**src/rtl/lenet_pkg.sv**
```systemverilog
// Shared definitions for the LeNet stage sequencer: stage count, stage
// index names and the per-stage bit-vector type.
package lenet_pkg;

  localparam int NUM_STAGES = 4;

  typedef enum logic [1:0] {
    ST_IMG = 2'd0,
    ST_C2  = 2'd1,
    ST_C3  = 2'd2,
    ST_OUT = 2'd3
  } stage_e;

  typedef logic [NUM_STAGES-1:0] stage_vec_t;

endpackage

```
**src/rtl/lenet_stage_slot.sv**
```systemverilog
// One pipeline stage slot: valid flag, saturating settle counter and frame
// tag. The stage may hand its frame downstream once the counter has reached
// LIMIT and the downstream stage is empty or emptying in the same cycle.
module lenet_stage_slot #(
  parameter int LIMIT = 2,
  parameter int CNT_W = 4,
  parameter int TAG_W = 4
) (
  input  logic             clk,
  input  logic             reset_n,
  input  logic             flush_i,
  input  logic             load_i,
  input  logic [TAG_W-1:0] tag_i,
  input  logic             down_v_i,
  input  logic             down_adv_i,
  output logic             v_o,
  output logic             adv_o,
  output logic [TAG_W-1:0] tag_o
);

  localparam logic [CNT_W-1:0] LIM = CNT_W'(LIMIT);

  logic             v_q, v_d;
  logic [CNT_W-1:0] cnt_q, cnt_d;
  logic [TAG_W-1:0] tag_q, tag_d;

  assign adv_o = v_q & (cnt_q == LIM) & (~down_v_i | down_adv_i);
  assign v_o   = v_q;
  assign tag_o = tag_q;

  // Next state: flush beats load, load beats advance (back-to-back refill).
  always_comb begin
    v_d   = v_q;
    cnt_d = cnt_q;
    tag_d = tag_q;
    if (flush_i) begin
      v_d   = 1'b0;
      cnt_d = '0;
    end else if (load_i) begin
      v_d   = 1'b1;
      cnt_d = '0;
      tag_d = tag_i;
    end else if (adv_o) begin
      v_d   = 1'b0;
      cnt_d = '0;
    end else if (v_q && (cnt_q < LIM)) begin
      cnt_d = cnt_q + 1'b1;
    end
  end

  // Stage state registers.
  always_ff @(posedge clk or negedge reset_n) begin
    if (!reset_n) begin
      v_q   <= 1'b0;
      cnt_q <= '0;
      tag_q <= '0;
    end else begin
      v_q   <= v_d;
      cnt_q <= cnt_d;
      tag_q <= tag_d;
    end
  end

endmodule

```
**src/rtl/lenet_stage_sequencer.sv**
```systemverilog
// Flow-control sequencer for the four-register LeNet pipeline
// (S0 image buffer, S1 conv2 map, S2 conv3 map, S3 output vector).
// Advances ripple from S3 down to S0 in one cycle so a full pipe shifts in
// lockstep. Optional perf counters are built when LENET_SEQ_PERF_EN is
// defined; otherwise perf_frames/perf_stalls are tied to zero.
module lenet_stage_sequencer
  import lenet_pkg::*;
#(
  parameter int SETTLE1 = 2,
  parameter int SETTLE2 = 2,
  parameter int SETTLE3 = 3,
  parameter int CNT_W   = 4,
  parameter int TAG_W   = 4
) (
  input  logic                  clk,
  input  logic                  reset_n,
  input  logic                  in_valid,
  input  logic [TAG_W-1:0]      in_tag,
  output logic                  in_ready,
  input  logic                  flush,
  output logic [NUM_STAGES-1:0] load_en,
  output logic                  out_valid,
  output logic [TAG_W-1:0]      out_tag,
  input  logic                  out_ready,
  output logic                  busy,
  output logic [31:0]           perf_frames,
  output logic [31:0]           perf_stalls
);

  logic             v_img, v_c2, v_c3, v_out_q;
  logic             adv_img, adv_c2, adv_c3, adv_out;
  logic             ld_img, ld_c2, ld_c3, ld_out;
  logic [TAG_W-1:0] tag_img, tag_c2, tag_c3, tag_out_q;
  stage_vec_t       ld_vec, v_vec;

  assign adv_out  = v_out_q & out_ready;
  assign in_ready = ~flush & (~v_img | adv_img);
  assign ld_img   = in_valid & in_ready;
  assign ld_c2    = adv_img & ~flush;
  assign ld_c3    = adv_c2 & ~flush;
  assign ld_out   = adv_c3 & ~flush;

  // Gather per-stage loads and valids into stage-indexed vectors.
  always_comb begin
    ld_vec         = '0;
    v_vec          = '0;
    ld_vec[ST_IMG] = ld_img;
    ld_vec[ST_C2]  = ld_c2;
    ld_vec[ST_C3]  = ld_c3;
    ld_vec[ST_OUT] = ld_out;
    v_vec[ST_IMG]  = v_img;
    v_vec[ST_C2]   = v_c2;
    v_vec[ST_C3]   = v_c3;
    v_vec[ST_OUT]  = v_out_q;
  end

  assign load_en   = ld_vec;
  assign busy      = |v_vec;
  assign out_valid = v_out_q;
  assign out_tag   = tag_out_q;

  lenet_stage_slot #(.LIMIT(SETTLE1), .CNT_W(CNT_W), .TAG_W(TAG_W)) u_slot_img (
    .clk        (clk),
    .reset_n    (reset_n),
    .flush_i    (flush),
    .load_i     (ld_img),
    .tag_i      (in_tag),
    .down_v_i   (v_c2),
    .down_adv_i (adv_c2),
    .v_o        (v_img),
    .adv_o      (adv_img),
    .tag_o      (tag_img)
  );

  lenet_stage_slot #(.LIMIT(SETTLE2), .CNT_W(CNT_W), .TAG_W(TAG_W)) u_slot_c2 (
    .clk        (clk),
    .reset_n    (reset_n),
    .flush_i    (flush),
    .load_i     (ld_c2),
    .tag_i      (tag_img),
    .down_v_i   (v_c3),
    .down_adv_i (adv_c3),
    .v_o        (v_c2),
    .adv_o      (adv_c2),
    .tag_o      (tag_c2)
  );

  lenet_stage_slot #(.LIMIT(SETTLE3), .CNT_W(CNT_W), .TAG_W(TAG_W)) u_slot_c3 (
    .clk        (clk),
    .reset_n    (reset_n),
    .flush_i    (flush),
    .load_i     (ld_c3),
    .tag_i      (tag_c2),
    .down_v_i   (v_out_q),
    .down_adv_i (adv_out),
    .v_o        (v_c3),
    .adv_o      (adv_c3),
    .tag_o      (tag_c3)
  );

  // Output stage: result is held stable until the consumer accepts it.
  always_ff @(posedge clk or negedge reset_n) begin
    if (!reset_n) begin
      v_out_q   <= 1'b0;
      tag_out_q <= '0;
    end else if (flush) begin
      v_out_q   <= 1'b0;
    end else if (ld_out) begin
      v_out_q   <= 1'b1;
      tag_out_q <= tag_c3;
    end else if (adv_out) begin
      v_out_q   <= 1'b0;
    end
  end

`ifdef LENET_SEQ_PERF_EN
  logic [31:0] perf_frames_q, perf_stalls_q;

  // Delivered-frame and output-stall counters; free-running, wrap at 2^32.
  always_ff @(posedge clk or negedge reset_n) begin
    if (!reset_n) begin
      perf_frames_q <= '0;
      perf_stalls_q <= '0;
    end else begin
      if (v_out_q & out_ready)  perf_frames_q <= perf_frames_q + 32'd1;
      if (v_out_q & ~out_ready) perf_stalls_q <= perf_stalls_q + 32'd1;
    end
  end

  assign perf_frames = perf_frames_q;
  assign perf_stalls = perf_stalls_q;
`else
  assign perf_frames = '0;
  assign perf_stalls = '0;
`endif

endmodule

```
**config.mk**
```make
export PLATFORM = sky130hd
export DESIGN_NAME = lenet_stage_sequencer
export DESIGN_NICKNAME = d
export VERILOG_FILES = /design/src/rtl/lenet_pkg.sv /design/src/rtl/lenet_stage_slot.sv /design/src/rtl/lenet_stage_sequencer.sv
export SDC_FILE = /design/constraint.sdc
export NUM_CORES = 1
export LEC_CHECK = 0
export CELL_PAD_IN_SITES_DETAIL_PLACEMENT = 1
export CELL_PAD_IN_SITES_GLOBAL_PLACEMENT = 1
export CORE_UTILIZATION = 32
export CTS_CLUSTER_DIAMETER = 50
export CTS_CLUSTER_SIZE = 8
export DETAILED_ROUTE_END_ITERATION = 8
export PLACE_DENSITY = 0.81
export SLEW_MARGIN = 20
export SYNTH_ARGS = -nofsm -noshare
export SYNTH_HDL_FRONTEND = slang
export SYNTH_SLANG_ARGS = --single-unit
export TNS_END_PERCENT = 5
```
**constraint.sdc**
```tcl
create_clock -name clk -period 3.1 [get_ports clk]
set_input_delay 0.775 -clock clk [delete_from_list [all_inputs] [get_ports clk]]
set_output_delay 0.775 -clock clk [all_outputs]
set_load 0.02 [all_outputs]
```
======== Word-level counts from Yosys, hierarchy flattened ========
Cells that the tools add are included.
storage, ports and cells
  latch bits .............................. 0
  memory bits (read-only) ................. 0
  RAM bits ................................ 0
  memories ................................ 0
  bits in registers ....................... 32
operators by class
  equal/unequal tests ..................... 3
  divide/modulo/power cells ............... 0
  add/subtract/negate cells ............... 3
  multiplexer cells ....................... 24
  multiply operators ...................... 0
  shift-type cells ........................ 0
  $lt $le $gt $ge ......................... 3
  reduce and logical (&&, ||, !) cells .... 15
  bitwise gates (word level) .............. 21
operator list
  kind                                                                    count
  4-bit 2-to-1 mux                                                        12
  4-bit by 1-bit adder with 4-bit output (second input constant)          3
  1-bit bitwise AND                                                       12
  4-bit by 2-bit equality test with 1-bit output (second input constant)  3
  4-bit by 2-bit < comparator with 1-bit output (second input constant)   3
  1-bit 2-to-1 mux                                                        12
  3-bit nonzero test                                                      4
  4-bit nonzero test                                                      3
  2-bit AND reduction                                                     4
  1-bit NOT                                                               5
  1-bit OR                                                                4
  4-bit OR reduction                                                      1
  1-bit logical AND                                                       3

======== Longest topological paths before layout ========
Gate-level depths: netlist (run 1).
  depth after elaboration ................. 12
  mapped depth ............................ 9
  mapped depth without buffers ............ 7

======== Modules after synthesis ========
Synthesis (run 1) repeated with hierarchy kept, for this count alone.
unflattened totals
  cells, all modules ...................... 188
  area, all modules ....................... 2090.8 sq um
by module, submodules not included
  module                            cells an instance  sequential area each (sq um)  area each (sq um)  instances
  lenet_stage_slot (u_slot_c2 ...)  33                 225.2                         447.9              2
  lenet_stage_sequencer             91                 125.1                         778.2              1
  lenet_stage_slot (u_slot_c3)      31                 225.2                         416.6              1

======== Least setup slack after synthesis (run 1) ========
No wires, ideal clock.
  path type ............................... input to output
  start ................................... input port out_ready
  end ..................................... output port load_en[0]
  arrival ................................. 1.882 ns
  slack ................................... 0.443 ns
  stages .................................. 6
  cell sequence ........................... nand2b_1 > a31oi_1 > o211ai_2 > nand4b_4 > inv_1 > buf_4
on the way
  longest elaborated chain between the ends .. 10
ends and longest elaborated chain
  element            line                         source
  start, declared    lenet_stage_sequencer.sv:24  input logic out_ready,
  1-bit bitwise AND  lenet_stage_sequencer.sv:36  assign adv_out = v_out_q & out_ready;
  1-bit OR           lenet_stage_slot.sv:27       assign adv_o = v_q & (cnt_q == LIM) & (~down_v_i | down_adv_i);
  1-bit bitwise AND  lenet_stage_slot.sv:27
  1-bit OR           lenet_stage_slot.sv:27
  1-bit bitwise AND  lenet_stage_slot.sv:27
  1-bit OR           lenet_stage_slot.sv:27
  1-bit bitwise AND  lenet_stage_slot.sv:27
  1-bit OR           lenet_stage_sequencer.sv:37  assign in_ready = ~flush & (~v_img | adv_img);
  1-bit bitwise AND  lenet_stage_sequencer.sv:37
  1-bit bitwise AND  lenet_stage_sequencer.sv:38  assign ld_img = in_valid & in_ready;
  end, declared      lenet_stage_sequencer.sv:21  output logic [NUM_STAGES-1:0] load_en,
No other way between the ends.

======== Final worst setup path (run 1) ========
  start ................................... input port out_ready
  end ..................................... output port load_en[1]
on the way
  longest elaborated chain between the ends .. 8
ends and longest elaborated chain
  element            line                         source
  1-bit bitwise AND  lenet_stage_sequencer.sv:36
  1-bit OR           lenet_stage_slot.sv:27
  1-bit bitwise AND  lenet_stage_slot.sv:27
  1-bit OR           lenet_stage_slot.sv:27
  1-bit bitwise AND  lenet_stage_slot.sv:27
  1-bit OR           lenet_stage_slot.sv:27
  1-bit bitwise AND  lenet_stage_slot.sv:27
  1-bit bitwise AND  lenet_stage_sequencer.sv:39  assign ld_c2 = adv_img & ~flush;
No other way between the ends.

==> PnR_summary.wiki, run 1 <==
{| class="wikitable"
! Metric !! Value
|-
| Rel. slew slack || approximately 64%
|-
| Buffer count from post-CTS setup fixing || 0
|-
| Slew Viols, Final || 0
|-
| Maximum number of pins on one net before global-route repair || 33
|-
| Die outline width || around 81 µm
|-
| Number of cells on the worst hold path || 1
|-
| Number of synthesized flops with an enable pin || 0
|-
| Number of antenna-violating nets in the routed design || 0
|-
| Count of cell types in the netlist || 33
|-
| DIE AREA || around 6500 µm²
|-
| Tcrit/Tclk final || between 90 and 100%
|-
| Total CTS buffers || 5
|-
| Area share of the leading cell type in the synthesized netlist || 40.28%
|-
| Critical path startpoint category || input pin
|-
| Fraction of layout cells with a size suffix above 1 || just under 20%
|-
| Final clock skew || roughly 0.002 ns
|-
| Initial antenna violation count || 0
|-
| CP Data Arrival Time || about 2.3 ns
|-
| Worst Path Max Fanout || 4
|-
| HPWL after detailed placement || roughly 2.5 mm
|-
| Max-cap viol count || 0
|-
| R2R cell count || 6
|-
| Via-per-instance ratio || roughly 4.0
|-
| Total congestion overflow || 0
|-
| Row cnt || 28
|-
| Number of standard cells after synthesis || around 190
|-
| GP Congestion || roughly 0.72
|-
| 1st-iter DRT viols || 17
|-
| Area overhead of the layout relative to synthesis || 10.32%
|-
| 1st-pass router iterations || 4
|-
| Cts-stage hold buffer count || 0
|-
| Aggregate routed wire length || between 3 and 4 mm
|-
| Maximum buffer depth of the clock tree || 2
|-
| TritonCTS clock tree || built
|-
| Overall fraction of global-route tracks in use || roughly 11%
|-
| N_diodes || 0
|-
| H-tree level count || 2
|-
| R2r setup slk || a little under 1 ns
|-
| Largest vdd supply drop || 0.0002299 V
|-
| Count of buffers inserted at the top-level ports || 19
|-
| FFs w/ async S/R, synth || 100.0%
|-
| HP Class || flip-flop to flip-flop
|-
| Setup violation total in the final timing report || 0
|-
| Final hold vios || 0
|-
| Placement Setup Slack || -0.2990 ns
|-
| Number of warning messages in the yosys log || 0
|-
| Clock Tree Root || sky130_fd_sc_hd__clkbuf_8
|-
| Number of global-route vias before repair || roughly 1,100
|-
| Static Leak || around 1.1 nW
|-
| Summed instance area of the synthesized netlist || roughly 2000 µm²
|-
| Power density over the cells || approximately 450 nW/µm²
|-
| Clock latency on the worst-skew pair || 0.28 ns
|-
| Count of nets after finishing || 236
|-
| Destination of the worst hold path || u_slot_c2.tag_o[3]
|-
| Placeable core region || between 5000 and 6000 µm²
|-
| Vias after detailed routing || ~1,200
|-
| Clock Sink Count || 32
|-
| Worst hold slack across all endpoints || 0.5034 ns
|-
| Cell types with the highest counts after synthesis || 68 x sky130_fd_sc_hd__buf_4, 32 x sky130_fd_sc_hd__dfrtp_1, 16 x sky130_fd_sc_hd__mux2_2, 15 x sky130_fd_sc_hd__nor2_1, 10 x sky130_fd_sc_hd__inv_1
|-
| Die height || between 80 and 90 µm
|-
| Number of top-level design ports || 84
|-
| Startpoint of the worst-slack reg-to-reg timing path || u_slot_c2.cnt_q[2]
|-
| Type of the worst setup path || input pin to output port
|-
| Crit end category || output port
|-
| Unrepaired setup endpoints after global routing || no
|-
| Critical path data required time || approximately 2.3 ns
|-
| Most area-hungry cell type in the Yosys netlist || sky130_fd_sc_hd__dfrtp_1
|-
| Instance count after placement with tap cells included || 290
|-
| Clock transition at the register clock pins on the worst setup and hold paths after CTS || around 0.070 ns
|-
| Fill cells || approximately 700
|-
| Endpoint of the worst register-to-register path || u_slot_c3.tag_o[3]
|-
| #FFs+latches synth || 32
|-
| Startpoint of the most critical hold path || u_slot_c2.tag_o[3]
|-
| Routed wire per std cell || approximately 11 µm
|-
| Outcome || complete, no violations
|-
| Total power draw || between 0.9 and 1 mW
|-
| Max Clk Rate || roughly 330 MHz
|-
| Post-route setup TNS || 0 ns
|-
| Portion of the post-synthesis area used by sequential elements || about two fifths
|-
| Synth top area cells || sky130_fd_sc_hd__dfrtp_1 40%, sky130_fd_sc_hd__buf_4 26%, sky130_fd_sc_hd__mux2_2 9.1%
|-
| Global-route wire length before repair || between 5 and 6 mm
|-
| Initial standard-cell utilization of the core || between 30% and 40%
|-
| Top FF cell, synth || sky130_fd_sc_hd__dfrtp_1
|-
| Mean instance size in the synthesized netlist || just over 10 µm²
|-
| Non-filler cells, final || between 200 and 300
|-
| Cell with the most instances after synthesis || sky130_fd_sc_hd__buf_4
|-
| Post-route worst setup slack || around 0.073 ns
|-
| Transition time of the tightest slew-check pin || between 0.5 and 0.6 ns
|-
| Clock period minus final worst setup slack || 3.027 ns
|-
| Remaining routing DRC violations || 0
|}
## power breakdown
part           switching (mW)  internal, mW  total [mW]
Sequential             0.0128         0.439       0.452
Combinational           0.104        0.0428       0.147
Clock                   0.154         0.238       0.392
Total                   0.271         0.720       0.991
## flip-flops by register name (all words and copies together), names as in the netlist
signal and flops:
out_tag 4, u_slot_c3.cnt_q 4, u_slot_img.cnt_q 4, u_slot_c2.v_o 1, u_slot_c3.tag_o 4, out_valid 1
u_slot_img.tag_o 4, u_slot_c3.v_o 1, u_slot_c2.cnt_q 4, u_slot_c2.tag_o 4, u_slot_img.v_o 1
## cells in the final DEF, fill, tap and decap left out, types with 2 or more instances in the layout
cell type,count
sky130_fd_sc_hd__nor4_1,2
sky130_fd_sc_hd__nor3_1,3
sky130_fd_sc_hd__a21oi_1,4
sky130_fd_sc_hd__xnor2_1,3
sky130_fd_sc_hd__and2_1,3
sky130_fd_sc_hd__ha_1,5
sky130_fd_sc_hd__clkdlybuf4s50_1,14
sky130_fd_sc_hd__clkdlybuf4s15_2,3
sky130_fd_sc_hd__nand2_1,6
sky130_fd_sc_hd__mux2_2,16
sky130_fd_sc_hd__conb_1,64
sky130_fd_sc_hd__nand3_1,2
sky130_fd_sc_hd__nor2b_1,3
sky130_fd_sc_hd__o21a_1,2
sky130_fd_sc_hd__dlygate4sd2_1,2
sky130_fd_sc_hd__clkbuf_8,5
sky130_fd_sc_hd__buf_4,9
sky130_fd_sc_hd__nor2_1,15
sky130_fd_sc_hd__inv_1,10
sky130_fd_sc_hd__dfrtp_1,32
## how the worst max path moves through the flow
stage	startpoint	end	slack, ns
2_1_floorplan	out_ready	load_en[0]	0.44
3_3_place_gp	out_ready	in_ready	-0.30
3_5_place_dp	out_ready	load_en[1]	-0.30
4_1_cts	out_ready	load_en[0]	0.02
5_1_grt	out_ready	load_en[1]	0.009
6_report	out_ready	load_en[1]	0.07
## layer usage
layer | share of wire [%] | wire (µm) | GRT usage, % | vias to the layer above
met2 | 50 | 1642 | 17.82 | 51
met5 | 0 | 0 | 0 | -
met3 | 6.7 | 222 | 4.270 | 6
li1 | - | - | - | 558
met1 | 42 | 1391 | 12.70 | 579
met4 | 1.0 | 34 | 3.214 | 0
## kinds of logic (layout without fill, tap and decap cells)
| kind of cell | Yosys count | count (layout) | share of synthesized area (%) |
|---|---|---|---|
| buffers and inverters | 81 | 47 | 28.51 |
| and+or+nand+nor | 43 | 43 | 12.59 |
| DFF | 32 | 32 | 40.28 |
| muxes | 17 | 17 | 9.566 |
| AOI/OAI and AO/OA | 12 | 12 | 4.405 |
| adders and majority gates | 5 | 5 | 3.147 |
| xor gates and xnor gates | 3 | 3 | 1.322 |
| other | 1 | 64 | 0.1886 |
## stage by stage
stage,util (%),area (µm²)
after floorplan,-,2225
after global placement,34.71,2067
after detailed placement,34.71,2067
after CTS,36.64,2182
after global routing,36.83,2193
final,36.83,2193
## area by class of cell
type / instances / area [µm²] / share of cell area [%]
clock buffers: 6 / 72.57 / 3.309
clock inverters: 2 / 35.03 / 1.597
inverters: 10 / 37.54 / 1.711
multi-input cells: 144 / 874.6 / 39.87
flip-flops and latches: 32 / 800.8 / 36.51
well taps: 75 / 93.84 / 4.278
repair buffers: 29 / 279.0 / 12.72
## worst max-delay path, stage by stage
cell                              delay (ns)
sky130_fd_sc_hd__clkdlybuf4s50_1        0.46
sky130_fd_sc_hd__nand2b_2               0.17
sky130_fd_sc_hd__a31oi_4                0.11
sky130_fd_sc_hd__buf_4                  0.18
sky130_fd_sc_hd__o21ai_2                0.14
sky130_fd_sc_hd__nand2_1                0.09
sky130_fd_sc_hd__inv_1                  0.07
sky130_fd_sc_hd__clkdlybuf4s15_2        0.25
## what timing repair did
action,in CTS,in global routing
pin swaps,1,2
gates resized for setup,12,2
endpoints found under the setup margin,5,5
No activity file was read; power rests on OpenSTA's default activity.
==> run 2: changes to the inputs <==
- MAX_ROUTING_LAYER: default -> met4
==> run 2 against run 1 <==
Non-clock buffer count is the same; hold slack about the same; cell count unchanged; die area is the same; critical endpoint unchanged; routed wire length is 0.18% higher; maximum frequency about the same; clock power about the same; sequential power hardly changed; count of clock-buffer cells in the layout unchanged; flip-flop and latch count stayed put; via count about the same.
==> PnR_summary.wiki, run 2 (synthesis results as in run 1) <==
{| class="wikitable"
! Metric !! Value
|-
| Sw Ratio || a little over a quarter
|-
| Clock transition at the register clock pins on the worst setup and hold paths after CTS || 0.07 ns
|-
| GP Congestion || ~0.73
|-
| Row cnt || 28
|-
| Worst hold slack across all endpoints || just over 0.5 ns
|-
| Clock latency on the worst-skew pair || about 0.28 ns
|-
| Via-per-instance ratio || 4.003
|-
| HPWL after detailed placement || 2.502 mm
|-
| Rel. slew slack || 63.87%
|-
| Max Clk Rate || roughly 330 MHz
|-
| Clock group share of total power || approximately two fifths
|-
| Die height || just over 80 µm
|-
| Top library cells by usage in the layout, fill and taps aside || 64 x sky130_fd_sc_hd__conb_1, 32 x sky130_fd_sc_hd__dfrtp_1, 16 x sky130_fd_sc_hd__mux2_2
|-
| Transition time of the tightest slew-check pin || between 0.5 and 0.6 ns
|-
| Instance count after placement with tap cells included || between 200 and 300
|-
| Fraction of layout cells with a size suffix above 1 || about 20%
|-
| Type of the worst setup path || input pin to output port
|-
| Area overhead of the layout relative to synthesis || 10.32%
|-
| TritonCTS clock tree || built
|-
| Setup violation total in the final timing report || 0
|-
| 1st-pass router iterations || 4
|-
| Die outline width || 80.82 µm
|-
| Slew Viols, Final || 0
|-
| Routed wire per std cell || approximately 11 µm
|-
| Max-cap viol count || 0
|-
| Overall fraction of global-route tracks in use || 11.05%
|-
| Number of global-route vias before repair || between 1,000 and 1,500
|-
| Maximum number of pins on one net before global-route repair || 33
|-
| 1st-iter DRT viols || 9
|-
| Final design area excluding fillers || ~2200 µm²
|-
| H-tree level count || 2
|-
| Global-route wire length before repair || between 5 and 6 mm
|-
| Placement Setup Slack || -0.2990 ns
|-
| HP Class || flip-flop to flip-flop
|-
| Unrepaired setup endpoints after global routing || no
|-
| Number of antenna-violating nets in the routed design || 0
|-
| Largest vdd supply drop || between 0.0002 and 0.00025 V
|-
| Remaining routing DRC violations || 0
|-
| Final clock skew || about 0.0021 ns
|-
| Clock Tree Root || sky130_fd_sc_hd__clkbuf_8
|-
| Buffer count from post-CTS setup fixing || 0
|-
| Initial standard-cell utilization of the core || 33.38%
|-
| Power share of the combinational group || roughly 15%
|-
| Placeable core region || just under 6000 µm²
|-
| DIE AREA || ~6500 µm²
|-
| Power density over the cells || between 400 and 500 nW/µm²
|-
| Total CTS buffers || 5
|-
| Outcome || complete, no violations
|-
| Post-Route Utilization || between 30% and 40%
|-
| Clock Sink Count || 32
|-
| Cell Area, Placed || a little over 2000 µm²
|-
| Post-route worst setup slack || ~0.073 ns
|-
| Initial antenna violation count || 0
|-
| Critical path data required time || roughly 2.3 ns
|-
| N_diodes || 0
|-
| Worst Path Max Fanout || 4
|-
| Count of nets after finishing || ~240
|-
| Cts-stage hold buffer count || 0
|-
| Non-filler cells, final || a little under 300
|-
| Crit end category || output port
|-
| Number of top-level design ports || 84
|-
| Final hold vios || 0
|-
| Count of buffers inserted at the top-level ports || 19
|-
| CP Data Arrival Time || 2.25 ns
|-
| Most common cell after layout, fill and taps aside || sky130_fd_sc_hd__conb_1
|-
| Critical path startpoint category || input pin
|-
| Fill cells || slightly above 700
|-
| Aggregate routed wire length || between 3 and 4 mm
|-
| Vias after detailed routing || around 1,200
|-
| Post-route setup TNS || 0 ns
|-
| Total congestion overflow || 0
|-
| Total power draw || 0.9915 mW
|-
| Clock period minus final worst setup slack || 3.027 ns
|-
| Tcrit/Tclk final || 97.63%
|-
| Static Leak || ~1.1 nW
|-
| Sw Pwr || approximately 0.27 mW
|-
| Relative contribution of sequential cells to total power || a little under half
|-
| Power Internal || roughly 0.72 mW
|-
| Maximum buffer depth of the clock tree || 2
|}
## run 2: cell counts in the layout (fill, tap and decap cells not counted)
No cell type changed its count.
## run 2: cell type report
class                      instances  area [µm²]  share of cell area (%)
multi-input combinational        144       874.6                   39.87
sequential                        32       800.8                   36.51
timing repair buffer              29       279.0                   12.72
tap                               75       93.84                   4.278
clock buffer                       6       72.57                   3.309
inverter                          10       37.54                   1.711
clock inverter                     2       35.03                   1.597
## run 2: power groups by stage
stage | Combinational [mW] | Clock (mW) | Sequential, mW
3_5_place_dp | 0.147 | 0 | 0.460
2_1_floorplan | 0.172 | 0 | 0.455
4_1_cts | 0.148 | 0.406 | 0.452
6_report | 0.147 | 0.392 | 0.452
5_1_grt | 0.162 | 0.424 | 0.455
3_3_place_gp | 0.145 | 0 | 0.459
## run 2: worst max-delay path: stages
cell and delay, ns:
sky130_fd_sc_hd__clkdlybuf4s50_1 0.46, sky130_fd_sc_hd__nand2b_2 0.17, sky130_fd_sc_hd__a31oi_4 0.11, sky130_fd_sc_hd__buf_4 0.18, sky130_fd_sc_hd__o21ai_2 0.14, sky130_fd_sc_hd__nand2_1 0.09
sky130_fd_sc_hd__inv_1 0.07, sky130_fd_sc_hd__clkdlybuf4s15_2 0.25
## run 2: path summary, 6_finish.rpt
kind	depth (start not counted)	endpoint	start	slack (ns)
worst max register to register	6	u_slot_c3.tag_o[3]	u_slot_c2.cnt_q[2]	0.98
max in group asynchronous	2	u_slot_img.cnt_q[3]	reset_n	1.91
worst min register to register	1	u_slot_c2.tag_o[3]	u_slot_c2.tag_o[3]	0.50
min in group asynchronous	2	out_valid	reset_n	0.90
worst max-delay path	8	load_en[1]	out_ready	0.07
worst min-delay path	1	u_slot_c2.tag_o[3]	u_slot_c2.tag_o[3]	0.50
## run 2: timing repair
item                                    CTS  global route
cloned                                    0             0
pin swaps                                 1             2
gates resized for setup                  12             2
endpoints found under the setup margin    5             5
## run 2: metal layers
metal / up-vias / routed length [µm] / GRT usage [%]
li1: 557 / - / -
met1: 579 / 1395 / 12.77
met2: 51 / 1649 / 17.82
met3: 6 / 218 / 4.157
met4: 0 / 34 / 3.214
met5: - / 0 / -
==> run 3: changes to the inputs <==
- CORE_ASPECT_RATIO: default -> 2
==> run 3 against run 2 <==
The run now ends with design-rule violations left; non-clock buffer count grew 2; maximum frequency grew 1.7%; utilization shrank 0.12 points; flip-flop and latch count is the same; die area grew 0.30%; routed wire length grew 4.5%; clock skew is essentially flat; via count grew 3.9%; global-route usage grew 1.0 points; clock power grew 23%; count of clock-buffer cells in the layout shrank 1; cell count shrank 3.4%; critical endpoint is now load_en[0].
==> PnR_summary.wiki, run 3 (synthesis results as in run 1) <==
{| class="wikitable"
! Metric !! Value
|-
| Initial standard-cell utilization of the core || 33.10%
|-
| Maximum number of pins on one net before global-route repair || 33
|-
| Global-route wire length before repair || 5.768 mm
|-
| Critical path data required time || roughly 2.3 ns
|-
| Remaining routing DRC violations || 11
|-
| Largest vdd supply drop || approximately 0.00023 V
|-
| Number of top-level design ports || 84
|-
| Setup violation total in the final timing report || 0
|-
| Transition time of the tightest slew-check pin || 0.5563 ns
|-
| Outcome || finished with violations
|-
| Total congestion overflow || 0
|-
| R2r setup slk || 0.94 ns
|-
| Count of nets after finishing || around 240
|-
| H-tree level count || 2
|-
| 1st-pass router iterations || 7
|-
| Initial antenna violation count || 0
|-
| Clock period minus final worst setup slack || between 2 and 3 ns
|-
| HPWL after detailed placement || between 2 and 3 mm
|-
| Clock latency on the worst-skew pair || about 0.28 ns
|-
| HP Class || flip-flop to flip-flop
|-
| Total CTS buffers || 5
|-
| Aggregate routed wire length || about 3.4 mm
|-
| Number of antenna-violating nets in the routed design || 0
|-
| Fraction of layout cells with a size suffix above 1 || around a fifth
|-
| Clock transition at the register clock pins on the worst setup and hold paths after CTS || 0.05 ns
|-
| Critical path startpoint category || input pin
|-
| Vias after detailed routing || 1,239
|-
| DIE AREA || between 6000 and 7000 µm²
|-
| Placeable core region || 6006 µm²
|-
| Fill cells || approximately 730
|-
| Post-route worst setup slack || between 0.1 and 0.15 ns
|-
| GP Congestion || just over 0.8
|-
| Via-per-instance ratio || ~4.3
|-
| Placement Setup Slack || -0.3054 ns
|-
| Unrepaired setup endpoints after global routing || no
|-
| Area overhead of the layout relative to synthesis || 10.89%
|-
| Die outline width || slightly below 60 µm
|-
| Max-cap viol count || 0
|-
| Max Clk Rate || approximately 340 MHz
|-
| Slew Viols, Final || 0
|-
| CP Data Arrival Time || approximately 2.2 ns
|-
| Static Leak || between 1 and 1.5 nW
|-
| Die height || 113.5 µm
|-
| Final clock skew || 0.002219 ns
|-
| TritonCTS clock tree || built
|-
| Type of the worst setup path || input pin to output port
|-
| Rel. slew slack || around 63%
|-
| Power density over the cells || ~500 nW/µm²
|-
| Number of global-route vias before repair || around 1,300
|-
| Crit end category || output port
|-
| Overall fraction of global-route tracks in use || about 12%
|-
| 1st-iter DRT viols || 30
|-
| Post-Route Utilization || a little under two fifths
|-
| Most common cell after layout, fill and taps aside || sky130_fd_sc_hd__conb_1
|-
| Final hold vios || 0
|-
| Maximum buffer depth of the clock tree || 2
|-
| N_diodes || 0
|-
| Row cnt || 40
|-
| Clock Sink Count || 32
|-
| Failing checks || design-rule violations
|-
| Worst Path Max Fanout || 4
|-
| Clock Tree Root || sky130_fd_sc_hd__clkbuf_16
|-
| Tcrit/Tclk final || roughly 96%
|-
| Routed wire per std cell || between 10 and 15 µm
|-
| Top library cells by usage in the layout, fill and taps aside || 64 x sky130_fd_sc_hd__conb_1, 32 x sky130_fd_sc_hd__dfrtp_1, 16 x sky130_fd_sc_hd__mux2_2
|-
| Count of buffers inserted at the top-level ports || 19
|}
==> run 3: worst max-delay path, cell delays in order <==
cell and delay (ns):
sky130_fd_sc_hd__clkdlybuf4s50_1 0.46, sky130_fd_sc_hd__nand2b_4 0.13, sky130_fd_sc_hd__a31oi_2 0.12, sky130_fd_sc_hd__o211ai_2 0.23, sky130_fd_sc_hd__nand4b_4 0.12, sky130_fd_sc_hd__inv_1 0.06, sky130_fd_sc_hd__clkdlybuf4s15_1 0.30
==> run 3: path summary, 6_finish.rpt <==
kind                                      from                  end  cells past startpoint
max                                  out_ready           load_en[0]                      7
min                        u_slot_img.tag_o[1]  u_slot_img.tag_o[1]                      1
max reg2reg                 u_slot_c2.cnt_q[2]   u_slot_c3.tag_o[3]                      6
min reg2reg                u_slot_img.tag_o[1]  u_slot_img.tag_o[1]                      1
max in group asynchronous              reset_n            out_valid                      2
min in group asynchronous              reset_n   u_slot_c3.tag_o[1]                      2
==> run 3: layer usage <==
metal,up-vias,share of wire (%),global-route usage (%)
met4,0,2.4,6.667
met1,603,32,10.43
met2,73,58,23.02
met3,6,7.5,2.381
li1,557,-,-
met5,-,0,-
==> run 3: repair_timing <==
action / in CTS / in global routing
endpoints found under the hold margin: 0 / 0
buffers inserted: 1 / 0
hold buffers: 0 / 0
endpoints found under the setup margin: 5 / 2
pin swaps: 1 / 1
resized for setup: 10 / 3
==> run 3: area by class of cell <==
class                           instances  area (µm²)  share of cell area [%]
Multi-Input combinational cell        144       870.8                   39.50
Timing Repair Buffer                   31       267.8                   12.15
Tap cell                               63       78.83                   3.575
Sequential cell                        32       800.8                   36.32
Clock inverter                          3       23.77                   1.078
Clock buffer                            5       125.1                   5.675
Inverter                               10       37.54                   1.703
==> run 3: power breakdown <==
part           switching (mW)  internal, mW
Clock                   0.185         0.298
Combinational           0.105        0.0411
Sequential             0.0120         0.439
==> run 3: stage by stage <==
stage	TNS [ns]	cells	total power, mW	hold WS, ns	instance area [µm²]
detailed placement	-1.270	279	0.6050	0.4776	2047
global route	0	288	1.128	0.5117	2205
floorplan	0	257	0.6274	0.4573	2225
CTS	0	288	1.094	0.5041	2207
global placement	-1.207	279	0.6009	0.4727	2047
finish	0	288	1.080	0.4970	2205
